$ cat config.mk
export PLATFORM = sky130hd
export DESIGN_NAME = mem_arbiter_flat
export DESIGN_NICKNAME = d
export VERILOG_FILES = /design/src/rtl/chip8_mem_pkg.sv /design/src/rtl/mem_arbiter_if.sv /design/src/rtl/mem_rr_pick.sv /design/src/rtl/mem_arbiter.sv /design/src/flat_wrapper.sv
export SDC_FILE = /design/constraint.sdc
export NUM_CORES = 1
export LEC_CHECK = 0
export BUFFER_PORTS_ARGS = -buffer_cell sky130_fd_sc_hd__buf_2
export CORE_ASPECT_RATIO = 1.75
export CORE_MARGIN = 8
export CORE_UTILIZATION = 35
export DETAILED_ROUTE_END_ITERATION = 6
export GPL_TIMING_DRIVEN = 0
export PLACE_DENSITY = 0.79
export SKIP_CTS_REPAIR_TIMING = 1
export SLEW_MARGIN = 15
export SYNTH_ARGS = -nofsm -noshare
export SYNTH_HDL_FRONTEND = slang
export SYNTH_SLANG_ARGS = --single-unit
export TNS_END_PERCENT = 5
$ cat constraint.sdc
create_clock -name clk -period 3.45 [get_ports clk]
set_input_delay 0.1725 -clock clk [delete_from_list [all_inputs] [get_ports clk]]
set_output_delay 0.1725 -clock clk [all_outputs]
set_load 0.01 [all_outputs]
$ cat src/rtl/chip8_mem_pkg.sv
// Shared CHIP-8 memory constants, requester indices and memory-operation type
// used by the arbiter, its interface and any other shared-memory clients.
package chip8_mem_pkg;

    localparam int ADDR_W      = 12;
    localparam int DATA_W      = 8;
    localparam int MEMORY_SIZE = 4096;

    localparam int REQ_CPU  = 0;
    localparam int REQ_GFX  = 1;
    localparam int REQ_LOAD = 2;

    typedef enum logic [1:0] {
        OP_IDLE  = 2'd0,
        OP_READ  = 2'd1,
        OP_WRITE = 2'd2
    } mem_op_e;

    // Index width for an n-entry select; a single entry still needs one bit.
    function automatic int idx_width(input int n);
        if (n > 1) begin
            return $clog2(n);
        end else begin
            return 1;
        end
    endfunction

endpackage

$ cat src/rtl/mem_arbiter_if.sv
// Requester-side bus of the CHIP-8 memory arbiter: flattened per-requester
// request fields plus broadcast read response. req_lock exists only with MEM_ARB_LOCK_EN.
interface mem_arbiter_if #(
    parameter int NUM_REQ = 3,
    parameter int ADDR_W  = chip8_mem_pkg::ADDR_W,
    parameter int DATA_W  = chip8_mem_pkg::DATA_W
);

    logic [NUM_REQ-1:0]        req_valid;
    logic [NUM_REQ-1:0]        req_write;
    logic [NUM_REQ*ADDR_W-1:0] req_addr;
    logic [NUM_REQ*DATA_W-1:0] req_wdata;
    logic [NUM_REQ-1:0]        req_ready;
    logic [NUM_REQ-1:0]        resp_valid;
    logic [DATA_W-1:0]         resp_data;
`ifdef MEM_ARB_LOCK_EN
    logic [NUM_REQ-1:0]        req_lock;
`endif

`ifdef MEM_ARB_LOCK_EN
    modport slave (
        input  req_valid, req_write, req_addr, req_wdata, req_lock,
        output req_ready, resp_valid, resp_data
    );

    modport master (
        output req_valid, req_write, req_addr, req_wdata, req_lock,
        input  req_ready, resp_valid, resp_data
    );
`else
    modport slave (
        input  req_valid, req_write, req_addr, req_wdata,
        output req_ready, resp_valid, resp_data
    );

    modport master (
        output req_valid, req_write, req_addr, req_wdata,
        input  req_ready, resp_valid, resp_data
    );
`endif

endinterface

$ cat src/rtl/mem_rr_pick.sv
// Combinational rotating-priority picker: the first set bit of valid at or
// after ptr (wrapping modulo N) wins; an out-of-range ptr behaves as 0.
module mem_rr_pick #(
    parameter int N     = 3,
    parameter int IDX_W = 2
) (
    input  logic [N-1:0]     valid,
    input  logic [IDX_W-1:0] ptr,
    output logic [N-1:0]     grant,
    output logic [IDX_W-1:0] idx,
    output logic             found
);

    localparam logic [IDX_W:0]   N_EXT = (IDX_W + 1)'(N);
    localparam logic [IDX_W-1:0] LAST  = IDX_W'(N - 1);

    logic [IDX_W-1:0] base_s;
    logic [IDX_W-1:0] cand_s;
    logic             hit_s;

    // Compare in IDX_W+1 bits so a power-of-two N does not alias to zero.
    assign base_s = ({1'b0, ptr} >= N_EXT) ? '0 : ptr;

    // Walk the candidates from base_s upward with wrap; latch the first hit.
    always_comb begin
        grant  = '0;
        idx    = '0;
        found  = 1'b0;
        hit_s  = 1'b0;
        cand_s = base_s;
        for (int k = 0; k < N; k++) begin
            hit_s         = ~found & valid[cand_s];
            grant[cand_s] = grant[cand_s] | hit_s;
            idx           = hit_s ? cand_s : idx;
            found         = found | hit_s;
            cand_s        = (cand_s == LAST) ? '0 : cand_s + IDX_W'(1);
        end
    end

endmodule

$ cat src/rtl/mem_arbiter.sv
// Round-robin arbiter sharing the single CHIP-8 memory between NUM_REQ requesters.
// Define MEM_ARB_LOCK_EN to add req_lock burst locking; default build is pure round-robin.
module mem_arbiter #(
    parameter int NUM_REQ = 3,
    parameter int ADDR_W  = chip8_mem_pkg::ADDR_W,
    parameter int DATA_W  = chip8_mem_pkg::DATA_W
) (
    input  logic              clk,
    input  logic              rst,
    mem_arbiter_if.slave      bus,
    output logic              mem_read,
    output logic [ADDR_W-1:0] mem_read_addr,
    input  logic [DATA_W-1:0] mem_read_data,
    output logic              mem_write,
    output logic [ADDR_W-1:0] mem_write_addr,
    output logic [DATA_W-1:0] mem_write_data
);

    localparam int               PTR_W    = chip8_mem_pkg::idx_width(NUM_REQ);
    localparam logic [PTR_W-1:0] LAST_IDX = PTR_W'(NUM_REQ - 1);

    logic [PTR_W-1:0]       rr_ptr_r;
    logic                   resp_pending_r;
    logic [PTR_W-1:0]       resp_owner_r;

    logic [NUM_REQ-1:0]     eligible_s;
    logic [NUM_REQ-1:0]     grant_s;
    logic [PTR_W-1:0]       grant_idx_s;
    logic [PTR_W-1:0]       next_ptr_s;
    logic                   found_s;
    logic                   transfer_s;
    logic                   sel_write_s;
    logic [ADDR_W-1:0]      sel_addr_s;
    logic [DATA_W-1:0]      sel_wdata_s;
    chip8_mem_pkg::mem_op_e op_s;

`ifdef MEM_ARB_LOCK_EN
    logic                   lock_active_r;
    logic [PTR_W-1:0]       lock_owner_r;
    logic [NUM_REQ-1:0]     owner_mask_s;
    logic                   lock_clear_s;

    // While a burst lock is held only its owner competes for the memory.
    always_comb begin
        owner_mask_s               = '0;
        owner_mask_s[lock_owner_r] = 1'b1;
        if (lock_active_r) begin
            eligible_s = bus.req_valid & owner_mask_s;
        end else begin
            eligible_s = bus.req_valid;
        end
    end

    // Owner releases by transferring without lock, or by going idle unlocked.
    assign lock_clear_s = ~bus.req_lock[lock_owner_r] &
                          (transfer_s | ~bus.req_valid[lock_owner_r]);

    // Lock state: set by a locked transfer, cleared on owner release.
    always_ff @(posedge clk or posedge rst) begin
        if (rst) begin
            lock_active_r <= 1'b0;
            lock_owner_r  <= '0;
        end else if (lock_active_r) begin
            lock_active_r <= ~lock_clear_s;
        end else if (transfer_s && bus.req_lock[grant_idx_s]) begin
            lock_active_r <= 1'b1;
            lock_owner_r  <= grant_idx_s;
        end
    end
`else
    assign eligible_s = bus.req_valid;
`endif

    mem_rr_pick #(
        .N     (NUM_REQ),
        .IDX_W (PTR_W)
    ) u_pick (
        .valid (eligible_s),
        .ptr   (rr_ptr_r),
        .grant (grant_s),
        .idx   (grant_idx_s),
        .found (found_s)
    );

    // Gating with rst keeps a request arriving alongside reset from issuing.
    assign transfer_s = found_s & ~rst;
    assign next_ptr_s = (grant_idx_s == LAST_IDX) ? '0 : grant_idx_s + PTR_W'(1);

    // Grant is presented to requesters only outside reset.
    always_comb begin
        if (rst) begin
            bus.req_ready = '0;
        end else begin
            bus.req_ready = grant_s;
        end
    end

    // One-hot AND-OR select of the granted requester's fields.
    always_comb begin
        sel_write_s = 1'b0;
        sel_addr_s  = '0;
        sel_wdata_s = '0;
        for (int i = 0; i < NUM_REQ; i++) begin
            sel_write_s = sel_write_s | (grant_s[i] & bus.req_write[i]);
            sel_addr_s  = sel_addr_s  | (bus.req_addr[i*ADDR_W +: ADDR_W]  & {ADDR_W{grant_s[i]}});
            sel_wdata_s = sel_wdata_s | (bus.req_wdata[i*DATA_W +: DATA_W] & {DATA_W{grant_s[i]}});
        end
    end

    // Classify this cycle's memory operation.
    always_comb begin
        if (!transfer_s) begin
            op_s = chip8_mem_pkg::OP_IDLE;
        end else if (sel_write_s) begin
            op_s = chip8_mem_pkg::OP_WRITE;
        end else begin
            op_s = chip8_mem_pkg::OP_READ;
        end
    end

    // Memory port drive; unused address/data lines sit at zero.
    always_comb begin
        mem_read       = 1'b0;
        mem_read_addr  = '0;
        mem_write      = 1'b0;
        mem_write_addr = '0;
        mem_write_data = '0;
        case (op_s)
            chip8_mem_pkg::OP_READ: begin
                mem_read      = 1'b1;
                mem_read_addr = sel_addr_s;
            end
            chip8_mem_pkg::OP_WRITE: begin
                mem_write      = 1'b1;
                mem_write_addr = sel_addr_s;
                mem_write_data = sel_wdata_s;
            end
            default: begin
                mem_read  = 1'b0;
                mem_write = 1'b0;
            end
        endcase
    end

    // Pointer rotation and read-response tracking.
    always_ff @(posedge clk or posedge rst) begin
        if (rst) begin
            rr_ptr_r       <= '0;
            resp_pending_r <= 1'b0;
            resp_owner_r   <= '0;
        end else begin
            if (transfer_s) begin
                rr_ptr_r <= next_ptr_s;
            end
            resp_pending_r <= (op_s == chip8_mem_pkg::OP_READ);
            if (op_s == chip8_mem_pkg::OP_READ) begin
                resp_owner_r <= grant_idx_s;
            end
        end
    end

    // Read data arrives one cycle after issue and is steered by the owner tag.
    always_comb begin
        bus.resp_valid = '0;
        for (int i = 0; i < NUM_REQ; i++) begin
            bus.resp_valid[i] = resp_pending_r & (resp_owner_r == PTR_W'(i));
        end
        if (resp_pending_r) begin
            bus.resp_data = mem_read_data;
        end else begin
            bus.resp_data = '0;
        end
    end

endmodule

$ cat src/flat_wrapper.sv
// flat-port wrapper written by rule: the top's interface ports become plain ports
module mem_arbiter_flat 
#(
    parameter int NUM_REQ = 3,
    parameter int ADDR_W  = chip8_mem_pkg::ADDR_W,
    parameter int DATA_W  = chip8_mem_pkg::DATA_W
)
  (clk, rst, mem_read, mem_read_addr, mem_read_data, mem_write, mem_write_addr, mem_write_data, bus_req_valid, bus_req_write, bus_req_addr, bus_req_wdata, bus_req_ready, bus_resp_valid, bus_resp_data);
  mem_arbiter_if #(.NUM_REQ(NUM_REQ), .ADDR_W(ADDR_W), .DATA_W(DATA_W)) bus_i ();
  input  logic clk;
  input  logic rst;
  output logic mem_read;
  output logic [ADDR_W-1:0] mem_read_addr;
  input  logic [DATA_W-1:0] mem_read_data;
  output logic mem_write;
  output logic [ADDR_W-1:0] mem_write_addr;
  output logic [DATA_W-1:0] mem_write_data;
  input wire logic [$bits(bus_i.req_valid)-1:0] bus_req_valid;
  input wire logic [$bits(bus_i.req_write)-1:0] bus_req_write;
  input wire logic [$bits(bus_i.req_addr)-1:0] bus_req_addr;
  input wire logic [$bits(bus_i.req_wdata)-1:0] bus_req_wdata;
  output wire logic [$bits(bus_i.req_ready)-1:0] bus_req_ready;
  output wire logic [$bits(bus_i.resp_valid)-1:0] bus_resp_valid;
  output wire logic [$bits(bus_i.resp_data)-1:0] bus_resp_data;
  assign bus_i.req_valid = bus_req_valid;
  assign bus_i.req_write = bus_req_write;
  assign bus_i.req_addr = bus_req_addr;
  assign bus_i.req_wdata = bus_req_wdata;
  assign bus_req_ready = bus_i.req_ready;
  assign bus_resp_valid = bus_i.resp_valid;
  assign bus_resp_data = bus_i.resp_data;
  mem_arbiter #(.NUM_REQ(NUM_REQ), .ADDR_W(ADDR_W), .DATA_W(DATA_W)) u_core (.clk(clk), .rst(rst), .bus(bus_i), .mem_read(mem_read), .mem_read_addr(mem_read_addr), .mem_read_data(mem_read_data), .mem_write(mem_write), .mem_write_addr(mem_write_addr), .mem_write_data(mem_write_data));
endmodule
# Word-level counts from Yosys, hierarchy flattened
# Cells that the tools add are included.
# word_totals
register_bits,5
inputBits,76
out_inout_bits,48
wordCells,90
# classes
n_addsub,3
order_cmp,7
eq_ne,7
muxes,36
bitwise_logic,30
reduce_logical,4
# ops
op,count
$and A12 B12 Y12,3
$and A8 B8 Y8,3
$mux W12,2
$or A12 B12 Y12,2
$mux W2,9
$mux W8,2
$or A8 B8 Y8,2
$bmux W1 S2,6
$mux W1,11
$eq A2 B2 Y1 const B,5
$and A1 B1 Y1,9
$lt A2 B3 Y1 const B,3
$or A1 B1 Y1,7
$add A2 B1 Y2 const B,3
$bwmux W3,2
$demux W1 S2,3
$ge A2 B1 Y1 const B,3
$eq A2 B1 Y1 const B,2
$and A3 B3 Y3,1
$logic_and A1 B1 Y1,3
$mux W3,1
$not A1 Y1,3
$ge A2 B2 Y1 const B,1
$logic_not A2 Y1,1

# Longest topological paths before layout
# Gate-level depths: netlist of the first run.
# logic_depth
ltp_word,22
depth_mapped,11
depth_no_buf,9

# By module
# Synthesis of the first run repeated with hierarchy kept, for this count alone.
# hier_totals
hier_cells,149
hier_area_um2,1083.5
# modules_own_cells
module,instances,cells_each,area_per_inst_um2,seq_area_each_um2
mem_arbiter,1,95,668.1,125.1
mem_rr_pick,1,54,415.4,0.0

# Worst setup path after synthesis of the first run
# Ideal clock, no wire load.
# synth_path
kind,reg2out
startpoint,register u_core.rr_ptr_r[1]
endpoint,output port mem_read_addr[10]
t_arrival_ns,2.295
t_required_ns,3.277
setup_slack_ns,0.982
stages_incl_launch_ff,11
path_buffers,1
cell_sequence,dfrtp_1 inv_1 ha_1 mux2_4 mux2_4 and3_4 a41oi_2 o221ai_2 nand4b_4 buf_6 nor2_1
# synth_between
elab_chain_cells,22
elab_cells_between_ends,62
cone_classes,add/sub (2); order compare (7); eq/ne (3); mux (26); bitwise (21); reduce/logical (3)
# synth_lines
element,line,rtl
start: declaration,mem_arbiter.sv:22,logic [PTR_W-1:0] rr_ptr_r;
start signal: assignment,mem_arbiter.sv:153,rr_ptr_r <= next_ptr_s;
$ge A2 B2 Y1,mem_rr_pick.sv:22,"assign base_s = ({1'b0, ptr} >= N_EXT) ? '0 : ptr;"
$mux W2 (*),mem_rr_pick.sv:22,
$lt A2 B3 Y1 (not written as such) or $ge A2 B1 Y1 (tied branches),mem_rr_pick.sv:33,grant[cand_s] = grant[cand_s] | hit_s;
$logic_and A1 B1 Y1 (not written as such),mem_rr_pick.sv:33,
$mux W1 (not written as such),mem_rr_pick.sv:33,
$demux W1 S2,mem_rr_pick.sv:33,
$and A3 B3 Y3 (no source line),--,
$bmux W1 S2,mem_rr_pick.sv:33,
[... 5 more ...],--,
$or A1 B1 Y1,mem_rr_pick.sv:33,
$bwmux W3,mem_rr_pick.sv:33,
$and A1 B1 Y1,mem_arbiter.sv:104,sel_write_s = sel_write_s | (grant_s[i] & bus.req_write[i]);
$or A1 B1 Y1 (2 in series),mem_arbiter.sv:104,
$mux W2,mem_arbiter.sv:114,end else if (sel_write_s) begin
$mux W2,mem_arbiter.sv:112,if (!transfer_s) begin
$eq A2 B1 Y1,mem_arbiter.sv:128,case (op_s)
$mux W12 (*),mem_arbiter.sv:128,
end: declaration,flat_wrapper.sv:13,output logic [ADDR_W-1:0] mem_read_addr;
# Every way passes the cells marked *; elsewhere a longest branch is shown, timed or not. The select of a mux whose other input is x is not followed.

# Worst setup path in the final report of the first run
# layout_path
startpoint,register u_core.rr_ptr_r[0]
endpoint,output port mem_write_addr[7]
# layout_between
elab_chain_cells,22
elab_cells_between_ends,62
cone_classes,add/sub (2); order compare (7); eq/ne (3); mux (26); bitwise (21); reduce/logical (3)
# layout_lines
element,line,rtl
$ge A2 B2 Y1,mem_rr_pick.sv:22,
$mux W2 (*),mem_rr_pick.sv:22,
$lt A2 B3 Y1 (not written as such) or $ge A2 B1 Y1 (tied branches),mem_rr_pick.sv:33,
$logic_and A1 B1 Y1 (not written as such),mem_rr_pick.sv:33,
$mux W1 (not written as such),mem_rr_pick.sv:33,
$demux W1 S2,mem_rr_pick.sv:33,
$and A3 B3 Y3 (no source line),--,
$bmux W1 S2,mem_rr_pick.sv:33,
[... 5 more ...],--,
$or A1 B1 Y1,mem_rr_pick.sv:33,
$bwmux W3,mem_rr_pick.sv:33,
$and A1 B1 Y1,mem_arbiter.sv:104,
$or A1 B1 Y1 (2 in series),mem_arbiter.sv:104,
$mux W2,mem_arbiter.sv:114,
$mux W2,mem_arbiter.sv:112,
$eq A2 B2 Y1,mem_arbiter.sv:128,
$mux W12 (*),mem_arbiter.sv:128,
end: declaration,flat_wrapper.sv:16,output logic [ADDR_W-1:0] mem_write_addr;
# Marks and branches as above.

==> results of run 1 <==
[sequential cells by signal, summed over array words and instances, names as in the netlist]
register	flops
u_core.resp_owner_r	2
u_core.rr_ptr_r	2
u_core.resp_pending_r	1
[kinds of logic (layout without fill, tap and decap cells)]
logic type,count (synthesis),after routing
simple gates,80,80
compound gates,43,43
buf+inv,20,148
mux,7,7
flops,5,5
fa+ha+maj,4,4
[power by group]
part           internal (W)  total (W)  switching [W]
clock             0.0000795   0.000110      0.0000308
combinational      0.000593    0.00142       0.000825
sequential        0.0000862   0.000109      0.0000229
total              0.000758    0.00164       0.000878
[final timing paths]
path | startpoint | to | slack [ns] | cells after the start
min in group asynchronous | rst | u_core.resp_owner_r[1]$_DFFE_PP0N_ | 0.46 | 3
max in group asynchronous | rst | u_core.resp_owner_r[0]$_DFFE_PP0N_ | 2.79 | 3
max | u_core.rr_ptr_r[0]$_DFFE_PP0P_ | mem_write_addr[7] | 0.38 | 11
max reg2reg | u_core.rr_ptr_r[0]$_DFFE_PP0P_ | u_core.resp_owner_r[0]$_DFFE_PP0N_ | 0.79 | 9
min | bus_req_write[1] | u_core.resp_owner_r[1]$_DFFE_PP0N_ | 0.45 | 4
min reg2reg | u_core.resp_owner_r[1]$_DFFE_PP0N_ | u_core.resp_owner_r[1]$_DFFE_PP0N_ | 0.57 | 1
[critical path: cells and delay by family (launching register included)]
kind	cells	cell delay (ns)
AOI/OAI and AO/OA	3	0.73
adders and majority gates	1	0.37
buffers and inverters	3	0.49
muxes	1	0.26
DFF	1	0.38
and+or+nand+nor	3	0.43
[per-stage QoR]
stage	instances	total power, W	instance area [um^2]
after detailed placement	325	0.001521	1793
final	330	0.001637	1848
after global placement	325	0.001510	1793
after CTS	329	0.001637	1838
after floorplan	159	0.001112	1124
after global routing	330	0.001803	1848
[cell usage after synthesis (all sizes together)]
library cell and count:
dfrtp 5, ha 4, buf 10, nor3b 2, inv 7, o21a 1
nor2b 3, mux2 4, a21oi 3, o2111ai 1, a222oi 20, nand2b 3
a2bb2oi 1, and3b 1, nor2 41, o21ai 7, and3 1, a32oi 1
and4b 1, a21boi 1, nand4 2, nand3 3, nand2 11, clkbuf 3
mux2i 3, o211ai 1, o41ai 1, nand4b 1, o221ai 2, a41oi 1
o22ai 3, and2 11
[final cells by class]
| class | instances | area, um^2 | share of cell area |
|---|---|---|---|
| Multi-Input combinational cell | 134 | 904.6 | 0.4895 |
| Timing Repair Buffer | 124 | 625.6 | 0.3385 |
| Sequential cell | 5 | 125.1 | 0.06770 |
| Buffer | 13 | 67.56 | 0.03656 |
| Tap cell | 43 | 53.80 | 0.02911 |
| Clock buffer | 4 | 45.04 | 0.02437 |
| Inverter | 7 | 26.28 | 0.01422 |
[per-layer routing]
layer  wire [um]  share of wire  GRT usage  vias to the layer above
li1            -              -          -                      859
met1        1803           0.36     0.1814                      792
met2        2713           0.54     0.3407                       90
met3         424          0.084    0.07062                       11
met4         106          0.021    0.06627                        0
met5           0              0          0                        -
==> parameters.txt, run 1 <==
Parameter                              Value

Drt
  Number of DRC markers after the initial detailed-route iteration    125
  Total DRC errors in the routed layout    0
  Overall via count from detail_route    1752
  Per-cell routed wire length    15.29 um
  Total wire length    5047 um
  Routed vias/inst    5.309
  Number of iterations in the first detailed-routing pass    7
  Remaining antenna violation count after routing    0

Power
  Worst IR drop on VDD    579.7 uV
  Leakage Power    1.045 nW
  Pwr/cell area    885.7 nW/um^2

Cells and area
  Number of fill cells    341
  Diode insertion count for antenna repair    0
  Most common cell after layout, fill and taps aside    sky130_fd_sc_hd__buf_2
  Finished Core Util    0.5946
  Share of post-route cells with drive strength above 1    0.5017
  Most frequent cells in the layout    sky130_fd_sc_hd__buf_2 (132), sky130_fd_sc_hd__nor2_1 (41), sky130_fd_sc_hd__a222oi_1 (20), sky130_fd_sc_hd__nand2_1 (11), sky130_fd_sc_hd__and2_1 (11)
  Net count of the finished layout    368
  Area added between synthesis and finish    64.48%

Floorplan
  Height of the die    90.96 um
  Starting density of the core    0.3615
  Total die area    5351 um^2
  IO Count    124
  Total number of placement rows    27
  Core footprint    3108 um^2
  Die Wd    58.83 um

Yosys
  Dominant cell type by area after synthesis    sky130_fd_sc_hd__a222oi_1
  Post-synthesis share of cell area spent on full adders, half adders and majority gates    0.04454
  Count of warnings emitted by yosys    0
  Largest cells by area after synthesis    sky130_fd_sc_hd__a222oi_1 (18%), sky130_fd_sc_hd__nor2_1 (14%), sky130_fd_sc_hd__dfrtp_1 (11%)
  Mapped Cells    159
  Distinct cell type count of the synthesized netlist    35
  Xor/xnor share of the synthesized area    0
  Largest family of logic cells by synthesized area    simple AND/OR/NAND/NOR gates
  Avg Synthesized Cell Area    7.067 um^2
  Area fraction of the dominant cell type after synthesis    0.1782
  Number of synthesized register bits    5
  Area fraction in compound gates after synthesis    0.3263
  Total nets after synthesis    239
  Post-synthesis mux area share    0.08018
  Synthesized area    1124 um^2
  Synth Area in Simple Gates    0.3541
  Sequential element share of the synthesized area    0.1114

Placement
  Port Buf Inserts    123
  Placer Congestion    0.9466
  Post-DP HPWL    4284 um
  Pre-CTS WS    0.6308 ns

Clock network
  Clock root buffer    sky130_fd_sc_hd__clkbuf_8
  CTS max path bufs    2
  Maximum level of the CTS H-tree    1
  CTS tree    done
  Clock Latency Late Sink    0.22 ns
  Cts bufs inserted    3
  Post-CTS clock slew at the launch and capture registers of the worst setup and hold paths    0.04 ns
  Clock sink count    5

STA
  RSZ-0062 raised after global routing    no
  Fin crit period    3.072 ns
  Max transition margin    0.6749
  Clock skew after layout    0.0007611 ns
  Setup Viol. Count Final    0
  Final sum of negative setup slack    0 ns
  Final count of pins violating max slew    0
  Pin slew with the least headroom to its limit    0.4825 ns
  Final hold vios    0
  Final Hold Slack    0.4525 ns
  Part of the cycle the worst path needs    0.8904
  Maximum operating frequency    325.5 MHz
  PnR worst setup slack    0.3780 ns

Run status
  Run status    completed

Global routing
  Largest net degree at the start of global routing    11
  Antenna violations before repair    0
  Remaining global-route overflow    0
  First-pass GRT wire length    8280 um
  GRT Overall Usage    0.1870
  Number of global-route vias before repair    1863

Worst setup path
  Critical path arrival    2.90 ns
  Master of the slowest instance on the critical path    sky130_fd_sc_hd__dfrtp_1
  Ordered list of cells on the worst path    inv_1 > ha_1 > mux2i_1 > a2bb2oi_1 > nand2_1 > nor2_1 > o221ai_2 > o21ai_1 > buf_2 > nor2_1 > buf_2
  Critical Path Source Type    flop
  Maximum cell stage delay along the critical path    0.38 ns
  WS Path Type    reg2out
  Critical path endpoint category    primary output
  Crit path max fanout    10
  CP required    3.28 ns

Min path
  Type of the tightest min-delay check    in2reg

Run
  Number of max-cap violations    0
Note: power is estimated with default switching activity, not from simulation.
==> inputs of run 2 (changes only) <==
--- a/config.mk
+++ b/config.mk
@@ -8,13 +8,14 @@
 export BUFFER_PORTS_ARGS = -buffer_cell sky130_fd_sc_hd__buf_2
 export CORE_ASPECT_RATIO = 1.75
 export CORE_MARGIN = 8
-export CORE_UTILIZATION = 35
+export CORE_UTILIZATION = 34
 export DETAILED_ROUTE_END_ITERATION = 6
 export GPL_TIMING_DRIVEN = 0
-export PLACE_DENSITY = 0.79
+export PLACE_DENSITY = 0.78
 export SKIP_CTS_REPAIR_TIMING = 1
 export SLEW_MARGIN = 15
 export SYNTH_ARGS = -nofsm -noshare
 export SYNTH_HDL_FRONTEND = slang
+export SYNTH_HIERARCHICAL = 1
 export SYNTH_SLANG_ARGS = --single-unit
 export TNS_END_PERCENT = 5
==> run 2 against run 1 <==
Highest routed layer unchanged. Synthesized area down 3.6%. Critical path depth grew 2. Wire length is 0.12% higher. Critical path type unchanged. Core utilization fell by 0.40 points. Critical endpoint is now mem_write_addr[10].
==> parameters.txt, run 2 <==
Parameter                              Value

Run status
  Run status    completed

Yosys
  Count of flip-flops with a built-in enable after synthesis    0 (unchanged)
  Mapped Cells    149 (-6.3%)
  Most used standard cell by instance count after synthesis    sky130_fd_sc_hd__nor2_1
  Area fraction in compound gates after synthesis    0.3453 (+0.01898)
  Number of synthesized register bits    5 (unchanged)
  Sequential element share of the synthesized area    0.1155 (+0.004115)
  Avg Synthesized Cell Area    7.272 um^2 (+2.9%)
  Xor/xnor share of the synthesized area    0 (unchanged)
  Largest family of logic cells by synthesized area    compound AO/OA/AOI/OAI gates
  Largest cells by area after synthesis    sky130_fd_sc_hd__a222oi_1 (19%), sky130_fd_sc_hd__nor2_1 (12%), sky130_fd_sc_hd__dfrtp_1 (12%)
  Synthesized area    1084 um^2 (-3.6%)
  Distinct cell type count of the synthesized netlist    37 (+5.7%)
  Post-synthesis share of cell area spent on full adders, half adders and majority gates    0.04619 (+0.001646)
  Proportion of register bits with asynchronous set or reset after synthesis    1.000 (unchanged)
  Area fraction of the dominant cell type after synthesis    0.1940 (+0.01582)
  Total nets after synthesis    229 (-4.2%)
  Post-synthesis mux area share    0.07275 (-0.007430)
  Count of warnings emitted by yosys    6 (+6)
  Synth Area in Simple Gates    0.3303 (-0.02387)
  Ranking of synthesized cells by instance count    sky130_fd_sc_hd__nor2_1 (35), sky130_fd_sc_hd__a222oi_1 (21), sky130_fd_sc_hd__and2_1 (8), sky130_fd_sc_hd__inv_1 (8), sky130_fd_sc_hd__clkbuf_1 (7)
  Dominant cell type by area after synthesis    sky130_fd_sc_hd__a222oi_1
  Synth Flop Type    sky130_fd_sc_hd__dfrtp_1

STA
  Fin crit period    3.238 ns (+0.1663 ns)
  RSZ-0062 raised after global routing    yes
  PnR worst setup slack    0.2117 ns (-0.1663 ns)
  Final hold vios    0 (unchanged)
  Setup Viol. Count Final    0 (unchanged)
  Clock skew after layout    0.003851 ns (+0.003090 ns)
  Max transition margin    0.6262 (-0.04878)
  Part of the cycle the worst path needs    0.9387 (+0.04821)
  Pin slew with the least headroom to its limit    0.5608 ns (+0.07827 ns)
  Final count of pins violating max slew    0 (unchanged)
  Maximum operating frequency    308.8 MHz (-5.1%)

Worst setup path
  Source of the critical timing path    u_core/rr_ptr_r[0]$_DFFE_PP0P_
  Reg2Reg Setup Slack    0.53 ns (-0.26 ns)
  R2R Path End    u_core/resp_owner_r[0]$_DFFE_PP0N_
  CP required    3.28 ns (about the same)
  Critical Path Source Type    flop
  Last element of the critical path    mem_write_addr[10]
  Number of cells traversed by the worst register-to-register path    12 (+3)
  Critical path arrival    3.07 ns (+0.17 ns)
  Crit path max fanout    10 (unchanged)
  Reg2Reg Launch Point    u_core/rr_ptr_r[0]$_DFFE_PP0P_
  Critical path endpoint category    primary output
  WS Path Type    reg2out

Drt
  Routed vias/inst    5.190 (-2.2%)
  Total wire length    5053 um (+0.12%)
  Number of DRC markers after the initial detailed-route iteration    82 (-34%)
  Remaining antenna violation count after routing    0 (unchanged)
  Per-cell routed wire length    15.74 um (+2.9%)
  Number of iterations in the first detailed-routing pass    5 (-2)
  Overall via count from detail_route    1666 (-4.9%)
  Total DRC errors in the routed layout    0 (unchanged)

Clock network
  Maximum level of the CTS H-tree    1 (unchanged)
  Clock Latency Late Sink    0.22 ns (about the same)
  Clock root buffer    sky130_fd_sc_hd__clkbuf_8
  Post-CTS clock slew at the launch and capture registers of the worst setup and hold paths    0.04 ns (about the same)
  Clock sink count    5 (unchanged)
  CTS tree    done
  Cts bufs inserted    3 (unchanged)
  CTS max path bufs    2 (unchanged)

Global routing
  First-pass GRT wire length    8142 um (-1.7%)
  Remaining global-route overflow    0 (unchanged)
  Number of global-route vias before repair    1732 (-7.0%)
  GRT Overall Usage    0.1844 (-0.002612)
  Largest net degree at the start of global routing    11 (unchanged)
  Antenna violations before repair    0 (unchanged)

Placement
  Placer Congestion    0.8107 (-14%)
  Area after detailed placement    1753 um^2 (-2.2%)
  Cell count after placement    315 (-3.1%)
  Port Buf Inserts    123 (unchanged)
  Post-DP HPWL    4240 um (-1.0%)
  Pre-CTS WS    0.3171 ns (-0.3137 ns)

Cells and area
  Registers with the most flip-flops    u_core/resp_owner_r (2), u_core/rr_ptr_r (2), u_core/resp_pending_r (1)
  Most frequent cells in the layout    sky130_fd_sc_hd__buf_2 (126), sky130_fd_sc_hd__nor2_1 (35), sky130_fd_sc_hd__a222oi_1 (21)
  Net count of the finished layout    359 (-2.4%)
  Share of post-route cells with drive strength above 1    0.5288 (+0.02703)
  Non-filler instance count after layout    321 (-2.7%)
  Area added between synthesis and finish    69.40%
  Most common cell after layout, fill and taps aside    sky130_fd_sc_hd__buf_2
  Diode insertion count for antenna repair    0 (unchanged)
  Design Area, Final    1836 um^2 (-0.68%)

Power
  Leakage Power    1.007 nW (-3.6%)
  Cell-internal power    0.0007882 W (+3.9%)
  Switching power as a share of total power    0.5319 (-0.004779)
  Worst IR drop on VDD    578.7 uV (-0.17%)
  Pwr/cell area    917.4 nW/um^2 (+3.6%)
  Combinational Power Share    0.874 (+0.008)
  Fraction of power consumed by sequential logic    0.061 (-0.006)
  Clock Power Share    0.064 (-0.003)
  Sw power    0.0008957 W (+2.0%)
  Post-layout total power    0.001684 W (+2.9%)

Floorplan
  Height of the die    90.68 um (-0.30%)
  Core footprint    3108 um^2 (unchanged)
  Total die area    5321 um^2 (-0.56%)
  Starting density of the core    0.3486 (-0.01288)
  Total number of placement rows    27 (unchanged)
  Die Wd    58.68 um (-0.26%)
  IO Count    124 (unchanged)

Min path
  Type of the tightest min-delay check    in2async

Run
  Number of max-cap violations    0 (unchanged)
==> run 2: cell count changes in the layout (fill, tap and decap cells not counted), sizes merged, moves of 3 or more <==
cell and delta:
nor2 -6, nand2 -5, clkbuf +7, o22ai -3, and2 -3, buf -5, nor2b +3
==> run 2: kinds of logic after synthesis <==
family                     Yosys count
and+or+nand+nor                     70
AOI/OAI and AO/OA                   42
buffers and inverters               22
muxes                                6
DFF                                  5
adders and majority gates            4
==> run 2: metrics by stage <==
stage | TNS (ns) | utilization | hold WS [ns]
floorplan | 0 | - | -0.04049
global placement | 0 | 0.5640 | 0.1411
detailed placement | 0 | 0.5640 | 0.1498
CTS | 0 | 0.5785 | -0.08541
global route | -0.7600 | 0.5906 | 0.4972
finish | 0 | 0.5906 | 0.4750
==> run 2: critical path, cell delays in order (launching register included) <==
cell,delay (ns)
sky130_fd_sc_hd__dfrtp_1,0.40
sky130_fd_sc_hd__inv_1,0.09
sky130_fd_sc_hd__ha_1,0.14
sky130_fd_sc_hd__buf_2,0.18
sky130_fd_sc_hd__mux2i_1,0.27
sky130_fd_sc_hd__a2bb2oi_2,0.25
sky130_fd_sc_hd__nor3_4,0.09
sky130_fd_sc_hd__o32ai_2,0.27
sky130_fd_sc_hd__a21oi_2,0.08
sky130_fd_sc_hd__a222oi_1,0.43
sky130_fd_sc_hd__or2_2,0.22
sky130_fd_sc_hd__clkbuf_4,0.20
sky130_fd_sc_hd__nor2_1,0.06
sky130_fd_sc_hd__buf_2,0.16
==> run 2: power by group through the flow <==
stage	registers, W	clock network, W	logic (W)
after floorplan	0.0000984	0	0.00102
after global placement	0.000103	0	0.00141
after detailed placement	0.000105	0	0.00142
after CTS	0.000104	0.000111	0.00143
after global routing	0.000107	0.000114	0.00161
final	0.000104	0.000109	0.00147
==> run 2: how the worst min path moves through the flow <==
| stage | start | to | slack [ns] | cells after the start |
|---|---|---|---|---|
| after global routing | rst | u_core/resp_owner_r[0]$_DFFE_PP0N_ | 0.50 | 3 |
| after global placement | rst | u_core/rr_ptr_r[1]$_DFFE_PP0P_ | 0.14 | 2 |
| final | rst | u_core/resp_owner_r[0]$_DFFE_PP0N_ | 0.47 | 3 |
| after CTS | rst | u_core/resp_pending_r$_DFF_PP0_ | -0.09 | 2 |
| after floorplan | rst | u_core/resp_owner_r[0]$_DFFE_PP0N_ | -0.04 | 1 |
| after detailed placement | rst | u_core/rr_ptr_r[0]$_DFFE_PP0P_ | 0.15 | 2 |
==> run 2: routing by layer <==
metal  track usage  vias up  part of all wire
met4       0.04618        0             0.010
met5             0        -                 0
met2        0.3528       78              0.55
li1              -      827                 -
met1        0.1861      757              0.37
met3       0.04422        4             0.068
==> run 2: area by class of cell <==
cell class                 instances  area [um^2]
fill                             314         1272
multi-input combinational        122        875.8
timing repair buffer             125        633.1
sequential                         5        125.1
buffer                            14        72.57
tap                               43        53.80
clock buffer                       4        45.04
inverter                           8        30.03
